==> config.mk <==
export PLATFORM = sky130hd
export DESIGN_NAME = sprite_evaluator
export DESIGN_NICKNAME = d
export VERILOG_FILES = /design/src/rtl/sprite_pkg.sv /design/src/rtl/sprite_hit_test.sv /design/src/rtl/sprite_evaluator.sv
export SDC_FILE = /design/constraint.sdc
export NUM_CORES = 1
export LEC_CHECK = 0
export ABC_AREA = 1
export CORE_UTILIZATION = 25
export CTS_CLUSTER_DIAMETER = 40
export DETAILED_ROUTE_END_ITERATION = 8
export MAX_ROUTING_LAYER = met4
export PLACE_DENSITY = 0.46
export SLEW_MARGIN = 15
export SYNTH_ARGS = -nofsm -noshare
export SYNTH_HDL_FRONTEND = slang
export SYNTH_SLANG_ARGS = --single-unit
==> constraint.sdc <==
create_clock -name clk -period 19.28 [get_ports clk]
set_input_delay 3.856 -clock clk [delete_from_list [all_inputs] [get_ports clk]]
set_output_delay 3.856 -clock clk [all_outputs]
set_load 0.05 [all_outputs]
==> src/rtl/sprite_pkg.sv <==
// Shared types for the per-scanline sprite evaluator: OAM entry layout, slot payload, FSM states.
package sprite_pkg;

    localparam int unsigned OAM_ENTRIES    = 64;
    localparam int unsigned OAM_ADDR_W     = 6;
    localparam logic [8:0]  OAM_DISABLED_Y = 9'h1FF;

    typedef struct packed {
        logic       flip_v;
        logic       flip_h;
        logic [2:0] palette;
        logic [7:0] tile;
        logic [8:0] y;
        logic [9:0] x;
    } oam_entry_t;

    typedef struct packed {
        logic [9:0]            x;
        logic [7:0]            tile;
        logic [3:0]            row;
        logic [2:0]            palette;
        logic                  flip_h;
        logic [OAM_ADDR_W-1:0] oam_index;
    } slot_t;

    typedef enum logic [1:0] {
        ST_IDLE,
        ST_SCAN,
        ST_DRAIN,
        ST_DONE
    } eval_state_t;

endpackage

==> src/rtl/sprite_hit_test.sv <==
// Combinational scanline intersection test for one OAM entry; also assembles the slot payload.
module sprite_hit_test
    import sprite_pkg::*;
#(
    parameter int unsigned SPRITE_H = 16
) (
    input  oam_entry_t                  i_entry,
    input  logic [8:0]                  i_scanline,
    input  logic [OAM_ADDR_W-1:0]       i_oam_index,
    output logic                        o_hit,
    output slot_t                       o_slot
);

    localparam logic [8:0] H_LIM   = 9'(SPRITE_H);
    localparam logic [3:0] ROW_MAX = 4'(SPRITE_H - 1);

    logic [8:0] w_diff;
    logic [3:0] w_row;

    // Modulo-512 subtraction lets sprites starting above line 0 wrap in naturally.
    assign w_diff = i_scanline - i_entry.y;
    assign w_row  = i_entry.flip_v ? (ROW_MAX - w_diff[3:0]) : w_diff[3:0];
    assign o_hit  = (w_diff < H_LIM) && (i_entry.y != OAM_DISABLED_Y);

    always_comb begin
        o_slot           = '0;
        o_slot.x         = i_entry.x;
        o_slot.tile      = i_entry.tile;
        o_slot.row       = w_row;
        o_slot.palette   = i_entry.palette;
        o_slot.flip_h    = i_entry.flip_h;
        o_slot.oam_index = i_oam_index;
    end

endmodule

==> src/rtl/sprite_evaluator.sv <==
// Scans all 64 OAM entries for one scanline and collects the first MAX_SPRITES hits into a slot buffer.
module sprite_evaluator
    import sprite_pkg::*;
#(
    parameter int unsigned MAX_SPRITES = 8,
    parameter int unsigned SPRITE_H    = 16
) (
    input  logic                           clk,
    input  logic                           reset,
    input  logic                           start,
    input  logic [8:0]                     scanline,
    output logic                           busy,
    output logic                           done,
    output logic [5:0]                     oam_read_addr,
    input  logic [31:0]                    oam_read_data,
    output logic [3:0]                     sprite_count,
    output logic                           overflow,
    input  logic [$clog2(MAX_SPRITES)-1:0] slot_sel,
    output logic [9:0]                     slot_x,
    output logic [7:0]                     slot_tile,
    output logic [3:0]                     slot_row,
    output logic [2:0]                     slot_palette,
    output logic                           slot_flip_h,
    output logic [5:0]                     slot_oam_index
);

    localparam int unsigned SEL_W = $clog2(MAX_SPRITES);
    localparam int unsigned CNT_W = $clog2(MAX_SPRITES + 1);
    localparam logic [OAM_ADDR_W-1:0] LAST_ADDR = OAM_ADDR_W'(OAM_ENTRIES - 1);

    eval_state_t           r_state;
    logic                  r_busy;
    logic                  r_done;
    logic [OAM_ADDR_W-1:0] r_addr;
    logic [8:0]            r_scanline;
    logic                  r_rd_vld;
    logic [OAM_ADDR_W-1:0] r_rd_idx;
    logic [CNT_W-1:0]      r_count;
    logic                  r_overflow;
    slot_t                 r_slots [MAX_SPRITES];

    oam_entry_t            w_entry;
    logic                  w_hit;
    slot_t                 w_slot;
    slot_t                 w_rd_slot;

    assign w_entry = oam_entry_t'(oam_read_data);

    sprite_hit_test #(
        .SPRITE_H (SPRITE_H)
    ) u_hit_test (
        .i_entry     (w_entry),
        .i_scanline  (r_scanline),
        .i_oam_index (r_rd_idx),
        .o_hit       (w_hit),
        .o_slot      (w_slot)
    );

    // r_rd_vld/r_rd_idx track which address the data on oam_read_data belongs to.
    always_ff @(posedge clk or posedge reset) begin
        if (reset) begin
            r_state    <= ST_IDLE;
            r_busy     <= 1'b0;
            r_done     <= 1'b0;
            r_addr     <= '0;
            r_scanline <= '0;
            r_rd_vld   <= 1'b0;
            r_rd_idx   <= '0;
            r_count    <= '0;
            r_overflow <= 1'b0;
            for (int i = 0; i < int'(MAX_SPRITES); i++) begin
                r_slots[i] <= '0;
            end
        end else begin
            r_done   <= 1'b0;
            r_rd_vld <= 1'b0;
            r_rd_idx <= r_addr;

            if (r_rd_vld && w_hit) begin
                if (r_count < CNT_W'(MAX_SPRITES)) begin
                    r_slots[r_count[SEL_W-1:0]] <= w_slot;
                    r_count                     <= r_count + CNT_W'(1);
                end else begin
                    r_overflow <= 1'b1;
                end
            end

            case (r_state)
                ST_IDLE: begin
                    if (start) begin
                        r_scanline <= scanline;
                        r_count    <= '0;
                        r_overflow <= 1'b0;
                        r_addr     <= '0;
                        r_busy     <= 1'b1;
                        r_state    <= ST_SCAN;
                    end
                end
                ST_SCAN: begin
                    r_rd_vld <= 1'b1;
                    if (r_addr == LAST_ADDR) begin
                        r_state <= ST_DRAIN;
                    end else begin
                        r_addr <= r_addr + OAM_ADDR_W'(1);
                    end
                end
                ST_DRAIN: begin
                    r_state <= ST_DONE;
                end
                ST_DONE: begin
                    r_done  <= 1'b1;
                    r_busy  <= 1'b0;
                    r_state <= ST_IDLE;
                end
                default: begin
                    r_state <= ST_IDLE;
                end
            endcase
        end
    end

    assign busy          = r_busy;
    assign done          = r_done;
    assign oam_read_addr = r_addr;
    assign sprite_count  = 4'(r_count);
    assign overflow      = r_overflow;

    // Unqualified read port; slots at or beyond sprite_count hold stale data.
    assign w_rd_slot      = r_slots[slot_sel];
    assign slot_x         = w_rd_slot.x;
    assign slot_tile      = w_rd_slot.tile;
    assign slot_row       = w_rd_slot.row;
    assign slot_palette   = w_rd_slot.palette;
    assign slot_flip_h    = w_rd_slot.flip_h;
    assign slot_oam_index = w_rd_slot.oam_index;

endmodule

After elaboration in Yosys (flattened, before gate mapping)
Index checks and enable logic that the tools add are counted.
{"block": "totals", "ff_bits": 287, "latch_bits": 0, "ram_bits": 0, "mem_bits_ro": 0, "mem_count": 0}
{"block": "op_classes", "n_addsub": 4, "multipliers": 0, "n_div": 0, "magnitude_cmp": 5, "n_eq_ne": 8, "shifts": 0, "mux": 25, "bitwise_logic": 2, "reduce_logical": 11}
{"cell": "256-bit bitwise mux", "n": 1}
{"cell": "32-bit binary-select mux with 3-bit select", "n": 1}
{"cell": "32-bit demux with 3-bit select", "n": 1}
{"cell": "32-bit 2-to-1 mux", "n": 3}
{"cell": "4-bit 2-to-1 mux", "n": 5}
{"cell": "6-bit 2-to-1 mux", "n": 2}
{"cell": "6-bit case mux with 2 select lines", "n": 1}
{"cell": "9-bit by 5-bit less-than comparator with 1-bit output (second input constant)", "n": 1}
{"cell": "9-bit != test (second input constant)", "n": 1}
{"cell": "9-bit subtractor", "n": 1}
{"cell": "4-bit >= comparator (second input constant)", "n": 2}
{"cell": "3-bit NOT with 4-bit output", "n": 2}
{"cell": "2-bit case mux with 4 select lines", "n": 1}
{"cell": "2-bit AND reduction", "n": 4}
{"cell": "1-bit 2-to-1 mux", "n": 7}
{"cell": "6-bit by 1-bit adder with 6-bit output (second input constant)", "n": 1}
{"cell": "6-bit equality test (second input constant)", "n": 1}
{"cell": "2-bit != test (second input constant)", "n": 3}
{"cell": "4-bit by 1-bit adder with 4-bit output (second input constant)", "n": 1}
{"cell": "2-bit equality test (second input constant)", "n": 2}
{"cell": "4-bit by 1-bit less-than comparator with 1-bit output (second input constant)", "n": 1}
{"cell": "4-bit less-than comparator (second input constant)", "n": 1}
{"cell": "2-bit 2-to-1 mux", "n": 2}
{"cell": "2-bit nonzero test", "n": 2}
{"cell": "6 further kinds", "n": 8}

Longest topological paths before layout
{"block": "logic_depth", "word_depth": 7, "mapped_depth": 18, "ltp_nobuf": 16}

Modules after synthesis
From an unflattened synthesis, not the netlist that was laid out.
{"block": "unflattened", "hier_cells": 1601, "hier_area_um2": 13233.9}
{"module": "sprite_evaluator", "n_inst": 1, "cells_each": 1468, "area_each_um2": 12459.4, "seq_area_each_um2": 7181.9}
{"module": "sprite_hit_test", "n_inst": 1, "cells_each": 133, "area_each_um2": 774.5, "seq_area_each_um2": 0.0}

Least setup slack after synthesis
OpenSTA, ideal clock, no wires.
{"block": "synth_timing", "kind": "input to output", "from": "input slot_sel[0]", "to": "output slot_flip_h", "arrival_ns": 5.525, "required_ns": 15.424, "slack_ns": 9.899, "cell_stages": 7, "path_cell_list": "inv_1 clkbuf_1 clkbuf_1 nor2_1 o22ai_1 nor2_1 a31oi_1"}
{"block": "synth_between", "elab_chain_cells": 4}
{"element": "from (decl)", "line_no": "sprite_evaluator.sv:18", "text": "input logic [$clog2(MAX_SPRITES)-1:0] slot_sel,"}
{"element": "3-bit NOT with 4-bit output (not written as such)", "line_no": "sprite_evaluator.sv:129", "text": "assign w_rd_slot = r_slots[slot_sel];"}
{"element": "32-bit binary-select mux with 3-bit select", "line_no": "sprite_evaluator.sv:129"}
{"element": "32-bit 2-to-1 mux (not written as such) (2 in series)", "line_no": "sprite_evaluator.sv:129"}
{"element": "to (decl)", "line_no": "sprite_evaluator.sv:23", "text": "output logic slot_flip_h,"}
No other way between the ends. The select of a mux whose other input is x is not followed.

Final worst setup path
{"block": "layout_timing", "from": "input slot_sel[1]", "to": "output slot_oam_index[0]"}
{"block": "layout_between", "elab_chain_cells": 4}
{"element": "3-bit NOT with 4-bit output (not written as such)", "line_no": "sprite_evaluator.sv:129"}
{"element": "32-bit binary-select mux with 3-bit select", "line_no": "sprite_evaluator.sv:129"}
{"element": "32-bit 2-to-1 mux (not written as such) (2 in series)", "line_no": "sprite_evaluator.sv:129"}
{"element": "to (decl)", "line_no": "sprite_evaluator.sv:24", "text": "output logic [5:0] slot_oam_index"}
No other way between the ends. The select of a mux whose other input is x is not followed.

==> out/results.tsv <==
stage	metric	value	unit
run_status	outcome	complete, no violations	
power_and_ir_drop	finalPower	2.24	mW
place	dp.cells	2572	
timing	hold_slack	474	ps
timing	tightest_slew	1260	ps
cts	clk-insertion-delay-late	600	ps
die	die_w	241	µm
timing	period_needed	11050	ps
global_routing	grt_pass1_wl	75800	µm
critical_path	worst_ep_arrival_time	7190	ps
die	start_util	0.253	
timing	fin_ws	8230	ps
finish	final_area	17600	µm²
die	die_h	241	µm
routing	wl_per_cell	18.1	µm
logic_synthesis	synth_cell_type_count	28	
place	place_area	15600	µm²
logic_synthesis	synth_seq_cells	287	
cts	clk_pin_slew	50	ps
routing	vias_per_cell	4.79	
global_routing	grt_usage	0.175	
cts	cts_root_buffer	clkbuf_16	
logic_synthesis	seq_area_frac_synth	0.504	
global_routing	grt_max_degree	257	
global_routing	grt_pass1_vias	13000	
place	port-buffer-count	91	
die	dieArea	57900	µm²
power_and_ir_drop	power_density	127	nW/µm²
critical_path	start_kind	input pin	
critical_path	crit_top_cell	buf_4	
critical_path	max_stage_delay	900	ps
cts	ctsResizeCount	0	
logic_synthesis	synthArstFlopShare	1.00	
cts	cts_hold_buffers	0	
cts	clock-sinks	287	
routing	antenna_left	0	
logic_synthesis	synth.avg_cell_area	7.66	µm²
power_and_ir_drop	max-vdd-ir-drop	83.8	µV
logic_synthesis	synth.net_count	1922	
finish	final_util	0.312	
finish	ff_latch_area	7180	µm²
logic_synthesis	synth_top_family_by_area	simple AND/OR/NAND/NOR gates	
cts	htreeDepth	2	
logic_synthesis	synthCells	1860	
worst_hold_path	hold_class	flip-flop to flip-flop	
critical_path	path_cells	buf_2 -> buf_4 -> inv_2 -> buf_4 -> o21ai_0 -> o22ai_1 -> nor2_1 -> a31oi_1 -> clkdlybuf4s50_1	
critical_path	critPathKind	input pin to output pin	
finish	nets	1936	
routing	drc	0	
logic_synthesis	ys_warn_count	0	
timing	setup_viol_count_final	0	
die	core	56400	µm²
timing	finClkSkew	20.6	ps
critical_path	cp_top_family	buffers and inverters	
timing	fmaxAchievable	0.0905	GHz
job	maxCapViolations	0	
routing	vias	12800	
finish	multi_input_area	6170	µm²
logic_synthesis	synth-compound-area-share	0.0808	
timing	post-route-period-util	0.573	
cts	clk_path_buf_depth	3	
critical_path	crit_buf_inv	5	
timing	final_hold_viol_count	0	
critical_path	endpoint_kind	output pin	
critical_path	cp.required	15420	ps
logic_synthesis	synth_edf_count	0	
finish	fillerInstances	6158	
finish	finalNonFillerCells	2676	
die	rows	87	
logic_synthesis	synth_xor_area_frac	0.00738	
logic_synthesis	synth_area	14200	µm²
place	globalplace.congestion	0.753	
cts	post_cts_buffers	0	
timing	slew_headroom	0.162	
logic_synthesis	ys.flop_type	dfrtp_1	
global_routing	grt.overflow.total	0	
place	hpwl	24400	µm
cts	cts-buffers-inserted	56	
place	dp_slack	8290	ps
critical_path	cpMaxStageDelayCell	clkdlybuf4s50_1	
logic_synthesis	synthSimpleGateAreaFrac	0.327	
timing	drv_slew	0	
critical_path	critPathMaxFanout	65	
logic_synthesis	synthAdderAreaFrac	0.0137	
routing	drtIter0Drc	980	
power_and_ir_drop	p_leak	8.82	nW
routing	routed_wl	48500	µm
logic_synthesis	muxShareOfSynthArea	0	
timing	fin_setup_tns	0	ps
finish	syn2layout_area_growth	23.6	%
die	pin_count	92	
timing	rsz0062_at_grt	no	
cts	cts_tree	done	
finish	drive_above_1_share	0.0740	
global_routing	antenna_found_initial	1	
routing	firstDrtPassIters	5	
-- cells in the final DEF, fill, tap and decap left out, drive strengths merged, types with 7 or more instances in the layout --
cell type	instances
nand3	273
a21oi	11
ha	14
bufinv	9
nor2	246
o22ai	32
o21ai	136
clkbuf	70
clkinv	14
clkdlybuf4s50	89
buf	22
clkinvlp	7
nand4	13
inv	53
nand2	595
dfrtp	287
a31oi	32
-- state kept, by name, indices dropped and copies added (netlist names), 2 cells and up --
register and count:
sprite_count 4, r_slots 256, r_state 2, r_rd_idx 6
oam_read_addr 6, r_scanline 9
-- routing by layer --
layer / routed length [µm] / track usage / up-vias
li1: - / - / 6071
met1: 22400 / 0.232 / 6272
met2: 21700 / 0.267 / 390
met3: 3460 / 0.0407 / 73
met4: 921 / 0.0442 / 0
met5: 0 / - / -
-- power by group --
part	internal, mW	switching, mW	total, mW
Sequential	0.678	0.0514	0.729
Combinational	0.133	0.326	0.460
Clock	0.699	0.350	1.05
-- cells by family (layout without fill, tap and decap cells) --
| group | Yosys count | in the layout |
|---|---|---|
| simple gates | 1128 | 1128 |
| flops | 287 | 287 |
| compound gates | 213 | 213 |
| buf+inv | 205 | 264 |
| fa+ha+maj | 15 | 15 |
| xor+xnor | 12 | 12 |
| other cells | 0 | 1 |
-- tightest hold or removal path: cells and delay by family (launching register included) --
family,cells,cell delay [ps]
DFF,1,340
and+or+nand+nor,2,100
-- final timing paths --
| path | end | slack, ps | start | cells past startpoint |
|---|---|---|---|---|
| setup / recovery | slot_oam_index[0] | 8230 | slot_sel[1] | 9 |
| hold reg to reg | r_slots[223] | 470 | r_slots[223] | 2 |
| hold / removal | r_slots[223] | 470 | r_slots[223] | 2 |
| min in group asynchronous | r_slots[14] | 3810 | reset | 2 |
| max in group asynchronous | r_slots[159] | 14000 | reset | 3 |
| setup reg to reg | r_slots[105] | 15660 | r_scanline[0] | 17 |
-- cells in the mapped netlist, drive strengths merged (13+ instances only) --
library cell / count / area (µm²)
dfrtp: 287 / 7180
nor2: 246 / 946
buf: 47 / 325
o21ai: 136 / 681
nand3: 273 / 1370
o22ai: 32 / 200
nand2: 595 / 2240
nand4: 13 / 106
ha: 14 / 175
clkbuf: 108 / 440
a31oi: 32 / 200
inv: 48 / 180
-- area by class of cell --
cell class	instances	area share
clock buffers	70	0.0895
multi-input cells	1368	0.351
flip-flops and latches	287	0.408
repair buffers	111	0.0613
inverters	50	0.0112
well taps	756	0.0537
clock inverters	33	0.0257
diodes	1	0.000142
Note: power is estimated with default switching activity, not from simulation.
